<file path="config.mk">
export PLATFORM = sky130hd
export DESIGN_NAME = matrix_frame_scheduler
export DESIGN_NICKNAME = d
export VERILOG_FILES = /design/src/rtl/matrix_frame_scheduler_pkg.sv /design/src/rtl/matrix_frame_scheduler_scan_timer.sv /design/src/rtl/matrix_frame_scheduler.sv
export SDC_FILE = /design/constraint.sdc
export NUM_CORES = 1
export LEC_CHECK = 0
export BUFFER_PORTS_ARGS = -buffer_cell sky130_fd_sc_hd__buf_2
export CAP_MARGIN = 0
export CELL_PAD_IN_SITES_DETAIL_PLACEMENT = 1
export CELL_PAD_IN_SITES_GLOBAL_PLACEMENT = 2
export CORE_MARGIN = 1.5
export CORE_UTILIZATION = 33
export CTS_BUF_LIST = sky130_fd_sc_hd__clkbuf_8
export DETAILED_ROUTE_END_ITERATION = 10
export PLACE_DENSITY = 0.84
export SLEW_MARGIN = 20
export SYNTH_ARGS = -nofsm -noshare
export SYNTH_HDL_FRONTEND = slang
export SYNTH_HIERARCHICAL = 1
export SYNTH_SLANG_ARGS = --single-unit
</file>
<file path="constraint.sdc">
create_clock -name clk -period 4.6 [get_ports clk]
set_input_delay 0.92 -clock clk [delete_from_list [all_inputs] [get_ports clk]]
set_output_delay 0.92 -clock clk [all_outputs]
set_load 0.05 [all_outputs]
</file>
<file path="src/rtl/matrix_frame_scheduler_pkg.sv">
// Shared definitions for the 8x8 LED matrix frame scheduler.
//   FRAME_W/ROWS/COLS : frame geometry (row k occupies bits [8k+7:8k])
//   SRC_A/SRC_B       : requester encoding used for priority and source tracking
//   frame_buf_t       : a buffered frame together with the producer it came from
package matrix_frame_scheduler_pkg;

  localparam int FRAME_W = 64;
  localparam int ROWS    = 8;
  localparam int COLS    = 8;
  localparam int ROW_W   = 3;

  localparam logic SRC_A = 1'b0;
  localparam logic SRC_B = 1'b1;

  typedef struct packed {
    logic [FRAME_W-1:0] data;
    logic               src;
  } frame_buf_t;

  // Column byte for row k of a frame.
  function automatic logic [COLS-1:0] row_slice(input logic [FRAME_W-1:0] f,
                                                input logic [ROW_W-1:0]   k);
    return f[int'(k)*COLS +: COLS];
  endfunction

  // One-hot row select for row k.
  function automatic logic [ROWS-1:0] row_onehot(input logic [ROW_W-1:0] k);
    return ROWS'(1) << k;
  endfunction

endpackage

</file>
<file path="src/rtl/matrix_frame_scheduler_scan_timer.sv">
// Row dwell timer for the LED matrix scan.
// tick counts 0..SCAN_DIV-1; each wrap advances row_idx modulo 8.
// Ports:
//   i_clk, i_rst     : clock, asynchronous active-high reset
//   o_boundary       : last cycle of the frame (tick==SCAN_DIV-1, row_idx==7)
//   o_row_idx        : row currently being scanned
//   o_in_deadtime    : high for the first DEADTIME cycles of each row slot
module matrix_frame_scheduler_scan_timer
  import matrix_frame_scheduler_pkg::*;
#(
  parameter int SCAN_DIV = 65536,
  parameter int DEADTIME = 2
) (
  input  logic             i_clk,
  input  logic             i_rst,
  output logic             o_boundary,
  output logic [ROW_W-1:0] o_row_idx,
  output logic             o_in_deadtime
);

  localparam int TICK_W = (SCAN_DIV > 1) ? $clog2(SCAN_DIV) : 1;
  localparam logic [TICK_W-1:0] TICK_MAX = TICK_W'(SCAN_DIV - 1);
  localparam logic [ROW_W-1:0]  ROW_MAX  = ROW_W'(ROWS - 1);

  logic [TICK_W-1:0] r_tick;
  logic [ROW_W-1:0]  r_row_idx;
  logic              w_tick_wrap;

  assign w_tick_wrap = (r_tick == TICK_MAX);

  always_ff @(posedge i_clk or posedge i_rst) begin
    if (i_rst) begin
      r_tick    <= '0;
      r_row_idx <= '0;
    end else if (w_tick_wrap) begin
      r_tick    <= '0;
      r_row_idx <= r_row_idx + ROW_W'(1);
    end else begin
      r_tick    <= r_tick + TICK_W'(1);
    end
  end

  assign o_boundary = w_tick_wrap && (r_row_idx == ROW_MAX);
  assign o_row_idx  = r_row_idx;

  // A zero deadtime would make the comparison constant, so it is special-cased.
  generate
    if (DEADTIME == 0) begin : g_no_dead
      assign o_in_deadtime = 1'b0;
    end else begin : g_dead
      assign o_in_deadtime = (r_tick < TICK_W'(DEADTIME));
    end
  endgenerate

endmodule

</file>
<file path="src/rtl/matrix_frame_scheduler.sv">
// Scan sequencer and round-robin arbiter for an 8x8 LED matrix.
// Two producers (A, B) offer 64-bit frames over valid/ready; an accepted frame
// lands in the back buffer and is promoted to the front buffer only at a frame
// boundary, so the displayed image never tears.
// Ports:
//   clk, rst            : clock, asynchronous active-high reset
//   a_valid/a_data/a_ready, b_valid/b_data/b_ready : producer handshakes
//   blank               : forces row/column dark while scanning continues
//   row, column         : registered one-hot row select and column data
//   frame_tick          : registered one-cycle pulse after each frame boundary
//   src_b               : producer of the displayed frame (0 = A, 1 = B)
module matrix_frame_scheduler
  import matrix_frame_scheduler_pkg::*;
#(
  parameter int SCAN_DIV = 65536,
  parameter int DEADTIME = 2
) (
  input  logic               clk,
  input  logic               rst,
  input  logic               a_valid,
  input  logic [FRAME_W-1:0] a_data,
  output logic               a_ready,
  input  logic               b_valid,
  input  logic [FRAME_W-1:0] b_data,
  output logic               b_ready,
  input  logic               blank,
  output logic [ROWS-1:0]    row,
  output logic [COLS-1:0]    column,
  output logic               frame_tick,
  output logic               src_b
);

  logic             w_boundary;
  logic             w_in_deadtime;
  logic [ROW_W-1:0] w_row_idx;

  logic [FRAME_W-1:0] r_front;
  frame_buf_t         r_back;
  logic               r_pending;
  logic               r_prio;
  logic               r_src_b;
  // Stays low until the first swap so the matrix is dark, not a lit row of
  // empty columns, before any frame has been shown.
  logic               r_front_vld;

  logic [ROWS-1:0] r_row;
  logic [COLS-1:0] r_column;
  logic            r_frame_tick;

  logic w_a_ready;
  logic w_b_ready;
  logic w_a_xfer;
  logic w_b_xfer;

  matrix_frame_scheduler_scan_timer #(
    .SCAN_DIV (SCAN_DIV),
    .DEADTIME (DEADTIME)
  ) u_scan_timer (
    .i_clk         (clk),
    .i_rst         (rst),
    .o_boundary    (w_boundary),
    .o_row_idx     (w_row_idx),
    .o_in_deadtime (w_in_deadtime)
  );

  // A lone requester is always granted; on contention prio decides. The two
  // readies can never both be high while both valids are high, so at most one
  // transfer happens per cycle.
  assign w_a_ready = ~r_pending & (~b_valid | (r_prio == SRC_A));
  assign w_b_ready = ~r_pending & (~a_valid | (r_prio == SRC_B));
  assign w_a_xfer  = a_valid & w_a_ready;
  assign w_b_xfer  = b_valid & w_b_ready;

  // Buffer and arbitration state. A transfer requires pending=0 and a swap
  // requires pending=1, so a transfer on the boundary cycle loads back without
  // swapping and that frame waits for the following boundary.
  always_ff @(posedge clk or posedge rst) begin
    if (rst) begin
      r_front     <= '0;
      r_back      <= '0;
      r_pending   <= 1'b0;
      r_prio      <= SRC_A;
      r_src_b     <= 1'b0;
      r_front_vld <= 1'b0;
    end else if (w_a_xfer || w_b_xfer) begin
      r_back.data <= w_a_xfer ? a_data : b_data;
      r_back.src  <= w_a_xfer ? SRC_A : SRC_B;
      r_pending   <= 1'b1;
      r_prio      <= w_a_xfer ? SRC_B : SRC_A;
    end else if (w_boundary && r_pending) begin
      r_front     <= r_back.data;
      r_src_b     <= r_back.src;
      r_front_vld <= 1'b1;
      r_pending   <= 1'b0;
    end
  end

  // Output stage: registered from the current-cycle scan state.
  always_ff @(posedge clk or posedge rst) begin
    if (rst) begin
      r_row        <= '0;
      r_column     <= '0;
      r_frame_tick <= 1'b0;
    end else begin
      if (blank || w_in_deadtime || !r_front_vld) begin
        r_row    <= '0;
        r_column <= '0;
      end else begin
        r_row    <= row_onehot(w_row_idx);
        r_column <= row_slice(r_front, w_row_idx);
      end
      r_frame_tick <= w_boundary;
    end
  end

  assign a_ready    = w_a_ready;
  assign b_ready    = w_b_ready;
  assign row        = r_row;
  assign column     = r_column;
  assign frame_tick = r_frame_tick;
  assign src_b      = r_src_b;

endmodule
</file>
==> results, run 1 <==
- For this design, the slowest cell found on the critical path is sky130_fd_sc_hd__a21oi_4.
- Of the total synthesized cell area, the portion taken by full adders, half adders and majority gates is 0.00496.
- The number of setup buffers added after CTS is 0.
- The die covers 23800 sq um.
- The flow ran to the end, and the final reports show no timing, DRC or antenna violations.
- For the worst flop-to-flop path, the logic depth is 6.
- The kind of path behind the tightest hold check is flip-flop to flip-flop.
- The number of global-route vias before repair is 6041.
- The fraction of the mapped netlist area in simple logic gates is 0.149.
- The Yosys step of the flow raised 6 warnings.
- Counting every sink on the clock net gives between 150 and 200.
- For this design, the CTS-stage hold fixing added 0 buffers.
- Synthesis instantiated 37 different standard cells from the library.
- Counting flops with a built-in enable in the synthesized netlist gives 0.
- For this run, the total global-route usage over all layers was measured as 0.182.
- The last weighted congestion value of the routability-driven placer is just under 0.8.
- The starting DRC count in detailed routing is ~250.
- The final clock period utilization by the worst path is 0.646.
- Traced cell by cell, the critical path runs through buf_2 > a21oi_4 > buf_2.
- In the routed layout, each cell is associated on average with a via count of 5.08.
- Counting flops with an async set or reset pin after synthesis yields a share of 1.00.
- The clock-pin slew of the registers on the worst-case setup and hold paths is 0.09 ns.
- The layer carrying the most global-route usage is met2.
- The total power draw is 2.75 mW.
- In this run the worst path has a maximum fanout of 24.
- The width of the die is about 150 um.
- The number of I/O pins is 153.
- For met2 alone, demand over resource in global routing was 0.298.
- The number of nets handed over by synthesis was 796.
- The average instance in the mapped netlist occupies 11.5 sq um.
- After synthesis, the largest family of logic cells by area is simple AND/OR/NAND/NOR gates.
- The layout overhead on the synthesized area is 18.2%.
- By count the netlist is led by sky130_fd_sc_hd__dfrtp_1, sky130_fd_sc_hd__nand2_1, sky130_fd_sc_hd__nand3_1.
- The buffering stage count on the worst path with inverters included is 2.
- The portion of synthesized area spent on multiplexers is 0.149.
- The kind of cell with the highest combined delay along the critical path is compound AO/OA/AOI/OAI gates.
- The synthesized netlist occupies a cell area of approximately 7600 sq um.
- The total power per unit cell area is 307 nW/um^2.
- Detailed placement ended at an HPWL of around 15 mm.
- The final layout net count is 929.
- The final layout contains routed wiring with a total length of between 20 and 25 mm.
- The startpoint of the lowest-slack register-to-register path is u_scan_timer/r_tick[0].
- For the pin with the worst max-slew slack, the measured transition is 0.995 ns.
- The endpoint arrival time on the critical path is 2.05 ns.
- Derived from the worst setup path, the maximum achievable clock frequency is roughly 0.34 GHz.
- The number of endpoints with negative hold slack in the final report is 0.
- The via count is 5552.
- In this run the critical register-to-register path is captured at r_front[38].
- The complex-gate fraction of the synthesized area came to 0.0824.
- The setup TNS is 0 ns.
- The clock insertion delay at the later pin of the skew report is 0.47 ns.
- STA classifies the critical path endpoint as an output pin.
- Before antenna repair, the detailed router went through 5 iterations.
- The effective utilization at floorplan is 0.335.
- Across all register-to-register paths, the minimum setup slack is 1.79 ns.
- The static leakage power is 4.20 nW.
- In the final layout, the share of cells above drive strength 1 is 0.354.
- The clock passes through at most 2 buffers.
- Of the post-synthesis cell area, the dominant cell type holds 0.559.
- After synthesis the netlist holds a flip-flop and latch count of between 150 and 200.
- The core region is 22600 sq um.
- TritonCTS created 17 clock buffers.
- The worst hold path was traced through 2 stages.
- The tree is rooted in a sky130_fd_sc_hd__clkbuf_8.
- Headroom to the max-slew limit came out at 0.337.
- The path with the worst hold slack has its endpoint at r_back[59].
- STA puts the critical path data required time at 3.68 ns.
- In the post-synthesis netlist, the biggest area contributors are sky130_fd_sc_hd__dfrtp_1, sky130_fd_sc_hd__mux2_2, sky130_fd_sc_hd__nand2_1, sky130_fd_sc_hd__o211ai_1, sky130_fd_sc_hd__nand3_1.
- The most numerous cell type found on the critical path is sky130_fd_sc_hd__buf_2.
- The worst setup path is of the primary input to output pin kind.
- The largest single stage delay on the critical path is 0.57 ns.
- The number of cells produced by synthesis is 660.
- The number of gates resized after CTS was 0.
- In the post-synthesis netlist, the cell with the most instances is sky130_fd_sc_hd__dfrtp_1.
- The routed length per instance is 19.3 um.
- The initial antenna violation count came to 1.
- The most used flip-flop cell after synthesis is sky130_fd_sc_hd__dfrtp_1.
- Setup repair after global routing left no endpoint under its margin.
- In the global route stage, met3 resource usage came out at 0.0308.
- Setup violations remaining at the end of the flow were counted as 0.
- The first global-routing pass estimated 33.1 mm of wire.
- The tool flagged a number of max-cap violations equal to 0.
- In this run the tool buffered the top-level ports with 152 buffer cells.
- Summed over all instances, the cell type with the most area after synthesis is sky130_fd_sc_hd__dfrtp_1.
- The initialized floorplan defines 55 standard-cell rows.
- The largest clock skew in the final design is 0.0180 ns.
- The number of antenna-violating nets in the routed design is 0.
- The post-route minimum period is 2.97 ns.
- The source of the worst hold timing path is r_back[59].
- The final number of max-transition violations came to 0.
- The global route total overflow is 0.
- The residual DRC count is 0.
- CTS built an H-tree with a depth of 4.
- The CTS tree is built.
- The worst setup path is launched from a primary input.
- The sequential-to-total area share from yosys stat is 0.559.
- IR analysis of the VDD net gives a maximum drop of roughly 0.16 mV.
- The pin count of the biggest net entering global routing is 112.
- The parity-gate share of the synthesized area counting xor and xnor cells is 0.0162.
- The met1 track utilization from global routing is 0.248.
- The floorplan die height is 154 um.
-- how the worst max path moves through the flow --
stage / startpoint / end / slack [ns] / cells after the start
floorplan: rst / column[0] / 1.79 / 1
global placement: b_valid / r_back[26] / 1.49 / 5
detailed placement: b_valid / r_back[35] / 1.44 / 5
CTS: b_valid / a_ready / 1.62 / 3
global route: b_valid / a_ready / 1.55 / 3
finish: b_valid / a_ready / 1.63 / 3
-- worst register-to-register path: stages, from the launching register on --
cell and delay, ns:
sky130_fd_sc_hd__dfrtp_1 0.46, sky130_fd_sc_hd__ha_1 0.32, sky130_fd_sc_hd__and3_4 0.27, sky130_fd_sc_hd__and4_1 0.38, sky130_fd_sc_hd__nand2_2 0.53, sky130_fd_sc_hd__buf_4 0.44, sky130_fd_sc_hd__mux2_2 0.30
-- registers in the layout, indices dropped and copies added, names as in the netlist --
signal                  cells
u_scan_timer/r_tick        16
frame_tick                  1
r_pending                   1
src_b                       1
r_front_vld                 1
r_front                    64
r_back                     65
r_prio                      1
u_scan_timer/o_row_idx      3
column                      8
row                         8
-- per-layer routing --
metal,part of all wire,up-vias
met4,0.010,0
li1,-,2610
met2,0.49,115
met5,0,-
met1,0.46,2817
met3,0.034,10
-- logic make-up after synthesis --
logic type | Yosys count
AOI/OAI and AO/OA | 83
xor gates and xnor gates | 14
adders and majority gates | 3
buffers and inverters | 56
DFF | 169
muxes | 83
and+or+nand+nor | 252
-- through the flow --
step                std cells  worst slack [ns]   util  cell area, sq um  hold slack, ns
finish                   1092              1.63  0.396              8940           0.497
global route             1092              1.55  0.396              8940           0.527
CTS                      1091              1.62  0.396              8930           0.506
detailed placement       1059              1.44  0.379              8550           0.485
global placement         1059              1.49  0.379              8550           0.478
floorplan                 660              1.79      -              7570           0.462
-- layout by cell type, fill, tap and decap left out, types with 3 or more instances in the layout --
cell type / n
sky130_fd_sc_hd__dfrtp_1: 169
sky130_fd_sc_hd__buf_2: 152
sky130_fd_sc_hd__nand2_1: 138
sky130_fd_sc_hd__nand3_1: 69
sky130_fd_sc_hd__mux2_2: 66
sky130_fd_sc_hd__o211ai_1: 64
sky130_fd_sc_hd__clkbuf_8: 19
sky130_fd_sc_hd__mux4_2: 13
sky130_fd_sc_hd__nor2_1: 12
sky130_fd_sc_hd__buf_4: 11
sky130_fd_sc_hd__xnor2_1: 10
sky130_fd_sc_hd__a22o_1: 9
sky130_fd_sc_hd__nor3_1: 6
sky130_fd_sc_hd__inv_1: 6
sky130_fd_sc_hd__and3_1: 4
sky130_fd_sc_hd__a21oi_1: 4
sky130_fd_sc_hd__clkinvlp_4: 4
sky130_fd_sc_hd__inv_6: 4
sky130_fd_sc_hd__nor4_1: 4
sky130_fd_sc_hd__xor2_1: 4
sky130_fd_sc_hd__nand2b_1: 3
sky130_fd_sc_hd__nor2b_1: 3
sky130_fd_sc_hd__mux4_1: 3
sky130_fd_sc_hd__and4_1: 3
sky130_fd_sc_hd__nand4_1: 3
sky130_fd_sc_hd__ha_1: 3
-- power breakdown --
part / internal [mW] / switching [mW]
logic: 0.0680 / 0.0853
clock network: 0.461 / 0.570
registers: 1.53 / 0.0340
-- final cells by class --
type | count | area (sq um)
clock buffer | 19 | 262
fill | 2555 | 13600
multi-input combinational | 435 | 3080
antenna | 1 | 2.50
timing repair buffer | 164 | 863
inverter | 6 | 26.3
clock inverter | 13 | 119
sequential | 169 | 4230
tap | 285 | 357
No activity file was read; power rests on OpenSTA's default activity.
==> run 2, diff against run 1 <==
Settings changed: ABC_AREA from default to 1, CORE_UTILIZATION 33 to 31, PLACE_DENSITY 0.84 to 0.85.
Clock period 4.6 ns to 2.6 ns, I/O delays scaled along.
==> results, run 2 <==
- The final HPWL from detailed placement is 16.5 mm (was 15.1 mm).
- The mean instance size in the synthesized netlist is 8.25 sq um (was 11.5 sq um).
- Leading cell types in the layout, fill and taps excluded: sky130_fd_sc_hd__nand2_1, sky130_fd_sc_hd__dfrtp_1, sky130_fd_sc_hd__buf_2, sky130_fd_sc_hd__nand3_1, sky130_fd_sc_hd__nand4_1 (was sky130_fd_sc_hd__dfrtp_1, sky130_fd_sc_hd__buf_2, sky130_fd_sc_hd__nand2_1, sky130_fd_sc_hd__nand3_1, sky130_fd_sc_hd__mux2_2).
- The number of library cell types mapped by synthesis is 30 (was 37).
- The number of CTS-inserted buffers is 17 (unchanged).
- The sequential-to-total area share from yosys stat came to 0.505 (was 0.559).
- The clock-pin slew of the registers on the worst-case setup and hold paths is 0.08 ns (was 0.09 ns).
- The number of warnings reported in the yosys synthesis log is 6 (unchanged).
- The number of diodes is 0 (was 1).
- The fraction of final layout cells with drive strength greater than 1 is 0.240 (was 0.354).
- The overall die area is 28000 sq um (was 23800 sq um).
- The power share of the combinational group is 0.052 (was 0.056).
- The highest ir drop seen on vdd was 0.268 mV (was 0.162 mV).
- The filler cell count is 3235 (was 2555).
- The number of cells produced by synthesis is 1016 (was 660).
- The power share of the clock group is 0.382 (was 0.375).
- The number of vias per cell after detailed routing is 4.76 (was 5.08).
- The achievable frequency is 0.424 GHz.
- The share of flip-flops with an asynchronous set or reset was 1.00 (unchanged).
- The floorplan die height is 167 um (was 154 um).
- The number of I/O pins is 153 (unchanged).
- The clock tree root buffer cell was sky130_fd_sc_hd__clkbuf_8 (unchanged).
- The via count is 7061 (was 5552).
- The number of synthesized register bits was 169 (unchanged).
- The sort of element at the start of the critical path is a flip-flop (was primary input).
- The width of the die is 167 um (was 154 um).
- The area share of the largest cell type after synthesis came to 0.505 (was 0.559).
- The endpoint arrival time on the critical path is 2.70 ns (was 2.05 ns).
- The maximum fanout along the worst path came to 48 (was 24).
- The number of enable flip-flop cells after synthesis came to 0 (unchanged).
- The headroom to the max-slew limit came to 0.433 (was 0.337).
- The total detailed-routing wirelength came to 23.0 mm (was 21.1 mm).
- Cell types with the highest counts after synthesis: sky130_fd_sc_hd__nand2_1, sky130_fd_sc_hd__dfrtp_1, sky130_fd_sc_hd__nand3_1 (was sky130_fd_sc_hd__dfrtp_1, sky130_fd_sc_hd__nand2_1, sky130_fd_sc_hd__nand3_1).
- The top register by number of flip-flops is r_back (unchanged).
- The layout overhead on the synthesized area came to 16.6% (was 18.2%).
- The number of endpoints with negative hold slack in the final report is 0 (unchanged).
- The cell at the slowest stage of the critical path is sky130_fd_sc_hd__dfrtp_1 (was sky130_fd_sc_hd__a21oi_4).
- The maximum root-to-sink buffer count is 2 (unchanged).
- The number of rows created at floorplan was 59 (was 55).
- The first-pass iteration count of the detailed router was 4 (was 5).
- The first-pass GRT wire length is 38.1 mm (was 33.1 mm).
- The instance count after placement with tap cells included was 1453 (was 1059).
- The initial antenna violation count came to 0 (was 1).
- RSZ-0062 raised after global routing: false (unchanged).
- The effective utilization at floorplan came to 0.319 (was 0.335).
- The worst-margin pin slew is 0.851 ns (was 0.995 ns).
- The number of cells upsized or downsized after cts is 0 (unchanged).
- The CTS tree is built (unchanged).
- The leading cell type in the layout, fill and taps excluded is sky130_fd_sc_hd__nand2_1 (was sky130_fd_sc_hd__dfrtp_1).
- The static leakage power was 5.64 nW (was 4.20 nW).
- The final number of max-transition violations is 0 (unchanged).
- The prevailing post-synth register cell is sky130_fd_sc_hd__dfrtp_1 (unchanged).
- The worst path in the final design needs a cycle of 2.36 ns, including I/O delays and setup.
- The count of port buffers added during placement came to 152 (unchanged).
- The number of nets produced by synthesis is 1152 (was 796).
- Registers with the highest flip-flop counts: r_back: 65 flops, r_front: 64 flops, u_scan_timer/r_tick: 16 flops (unchanged).
- The largest clock skew in the final design is 0.0131 ns (was 0.0180 ns).
- The number of standard cells in the layout, taps in and fillers out is 1483 (was 1092).
- The netlist area before placement came to 8380 sq um (was 7560 sq um).
- The power share of the sequential group was 0.566 (was 0.569).
- The number of buffers added for setup after CTS came to 0 (unchanged).
- The category of the critical setup timing path is flip-flop to flip-flop (was primary input to output pin).
- The routed length per instance is 15.5 um (was 19.3 um).
- The H-tree level count is 4 (unchanged).
- The core box area came to 26300 sq um (was 22600 sq um).
- The pin count of the biggest net entering global routing is 151 (was 112).
- The most common cell in the netlist is sky130_fd_sc_hd__nand2_1 (was sky130_fd_sc_hd__dfrtp_1).
- The switching power total is 1.06 mW (was 0.689 mW).
- The cell occurring most often along the worst timing path is sky130_fd_sc_hd__nand2_2 (was sky130_fd_sc_hd__buf_2).
- The kind of path behind the tightest hold check is primary input to asynchronous set/reset pin (was flip-flop to flip-flop).
- The residual DRC count was 0 (unchanged).
- The number of hold-repair buffers added at the cts stage came to 0 (unchanged).
- The internal portion of total power is 3.57 mW (was 2.06 mW).
- The final clock period utilization by the worst path is 0.908.
- The sort of element at the end of the critical path is a flip-flop (was output pin).
- The fraction of power spent switching nets is 0.229 (was 0.251).
- The total power draw is 4.63 mW (was 2.75 mW).
- The number of flip-flops in the largest register is 65 (unchanged).
- The number of global-route vias before repair is 7341 (was 6041).
- The number of antenna-violating nets in the routed design was 0 (unchanged).
- The library cell with the largest summed area after synthesis is sky130_fd_sc_hd__dfrtp_1 (unchanged).
- The number of maximum-capacitance constraint violations is 0 (unchanged).
- The setup TNS is 0 ns (unchanged).
- The starting DRC count in detailed routing came to 353 (was 245).
- The global route total overflow came to 0 (unchanged).
- Worst path cell trace: ha_1 > nand2_2 > nor2_4 > nand4_1 > nor2_1 > nand2_2 > buf_4 > mux2_2 (was buf_2 > a21oi_4 > buf_2).
- The number of setup violations in the final report is 0 (unchanged).
- The clock insertion delay at the later pin of the skew report is 0.46 ns (was 0.47 ns).
- The final layout net count is 1273 (was 929).
- Outcome: completed (unchanged).
- Top cells by area in the synthesized netlist: sky130_fd_sc_hd__dfrtp_1, sky130_fd_sc_hd__nand2_1, sky130_fd_sc_hd__mux2_2, sky130_fd_sc_hd__nand4_1, sky130_fd_sc_hd__nand3_1 (was sky130_fd_sc_hd__dfrtp_1, sky130_fd_sc_hd__mux2_2, sky130_fd_sc_hd__nand2_1, sky130_fd_sc_hd__o211ai_1, sky130_fd_sc_hd__nand3_1).
- The last weighted congestion value of the routability-driven placer is 0.783 (about the same).
- The worst endpoint required time came to 2.94 ns (was 3.68 ns).
- The total global routing track utilization is 0.171 (was 0.182).
- The total power per unit cell area is 474 nW/um^2 (was 307 nW/um^2).
- The delay contributed by the slowest stage of the critical path was 0.40 ns (was 0.57 ns).
- The clock sink count is 169 (unchanged).
==> run 2: cell types whose count changed in the layout (fill, tap and decap cells not counted), sizes merged, moves of 9 or more <==
cell / change
nor2: +32
xnor2: -9
o211ai: -63
nand2: +334
mux4: -16
nand4: +63
a22o: -9
inv: +29
==> run 2: worst max-delay path, delay by kind of cell, from the launching register on <==
family / cells / cell delay [ns]
and+or+nand+nor: 5 / 0.95
DFF: 1 / 0.40
muxes: 1 / 0.36
buffers and inverters: 1 / 0.31
adders and majority gates: 1 / 0.20
==> run 2: worst paths after layout <==
| path | startpoint | to | slack [ns] | cells after the start |
|---|---|---|---|---|
| setup / recovery | u_scan_timer/r_tick[0] | r_front[28] | 0.24 | 8 |
| hold / removal | rst | u_scan_timer/r_tick[1] | 0.23 | 2 |
| setup reg to reg | u_scan_timer/r_tick[0] | r_front[28] | 0.24 | 8 |
| hold reg to reg | u_scan_timer/r_tick[0] | u_scan_timer/r_tick[0] | 0.50 | 1 |
| max in group asynchronous | rst | row[7] | 1.66 | 3 |
| min in group clk | b_data[39] | r_back[40] | 0.35 | 5 |
==> run 2: kinds of logic (layout without fill, tap and decap cells) <==
logic type / after synthesis / in the layout / synth area share
simple gates: 659 / 659 / 0.333
flops: 169 / 169 / 0.505
compound gates: 12 / 12 / 0.00747
buf+inv: 102 / 234 / 0.0560
xor+xnor: 7 / 7 / 0.00821
fa+ha+maj: 3 / 3 / 0.00448
mux: 64 / 64 / 0.0860
==> run 2: power by group through the flow <==
stage / Sequential [mW] / Clock (mW) / Combinational, mW
finish: 2.63 / 1.77 / 0.240
CTS: 2.63 / 1.83 / 0.248
global placement: 2.68 / 0 / 0.248
floorplan: 2.68 / 0 / 0.108
global route: 2.63 / 1.93 / 0.275
detailed placement: 2.68 / 0 / 0.247
==> run 2: metrics by stage <==
step | util | hold slack [ns] | setup slack [ns] | instance area (sq um)
detailed placement | 0.358 | 0.490 | 0.249 | 9410
floorplan | - | 0.434 | 0.191 | 8380
finish | 0.372 | 0.229 | 0.240 | 9770
global placement | 0.358 | 0.471 | 0.342 | 9410
global route | 0.372 | 0.257 | 0.0656 | 9770
CTS | 0.372 | 0.234 | 0.212 | 9770
==> run 2: cell type report <==
cell class	instances	area (sq um)	area share
Timing Repair Buffer	168	918	0.0940
Clock buffer	18	248	0.0254
Clock inverter	12	114	0.0117
Multi-Input combinational cell	745	3700	0.379
Sequential cell	169	4230	0.433
Inverter	36	139	0.0142
Tap cell	335	419	0.0429
==> run 2: metal layers <==
metal / global-route usage / share of wire / wire length, um / vias up
li1: - / - / - / 3505
met1: 0.235 / 0.48 / 11000 / 3418
met2: 0.276 / 0.47 / 10900 / 125
met3: 0.0338 / 0.036 / 821 / 13
met4: 0.0423 / 0.012 / 274 / 0
met5: 0 / 0 / 0 / -
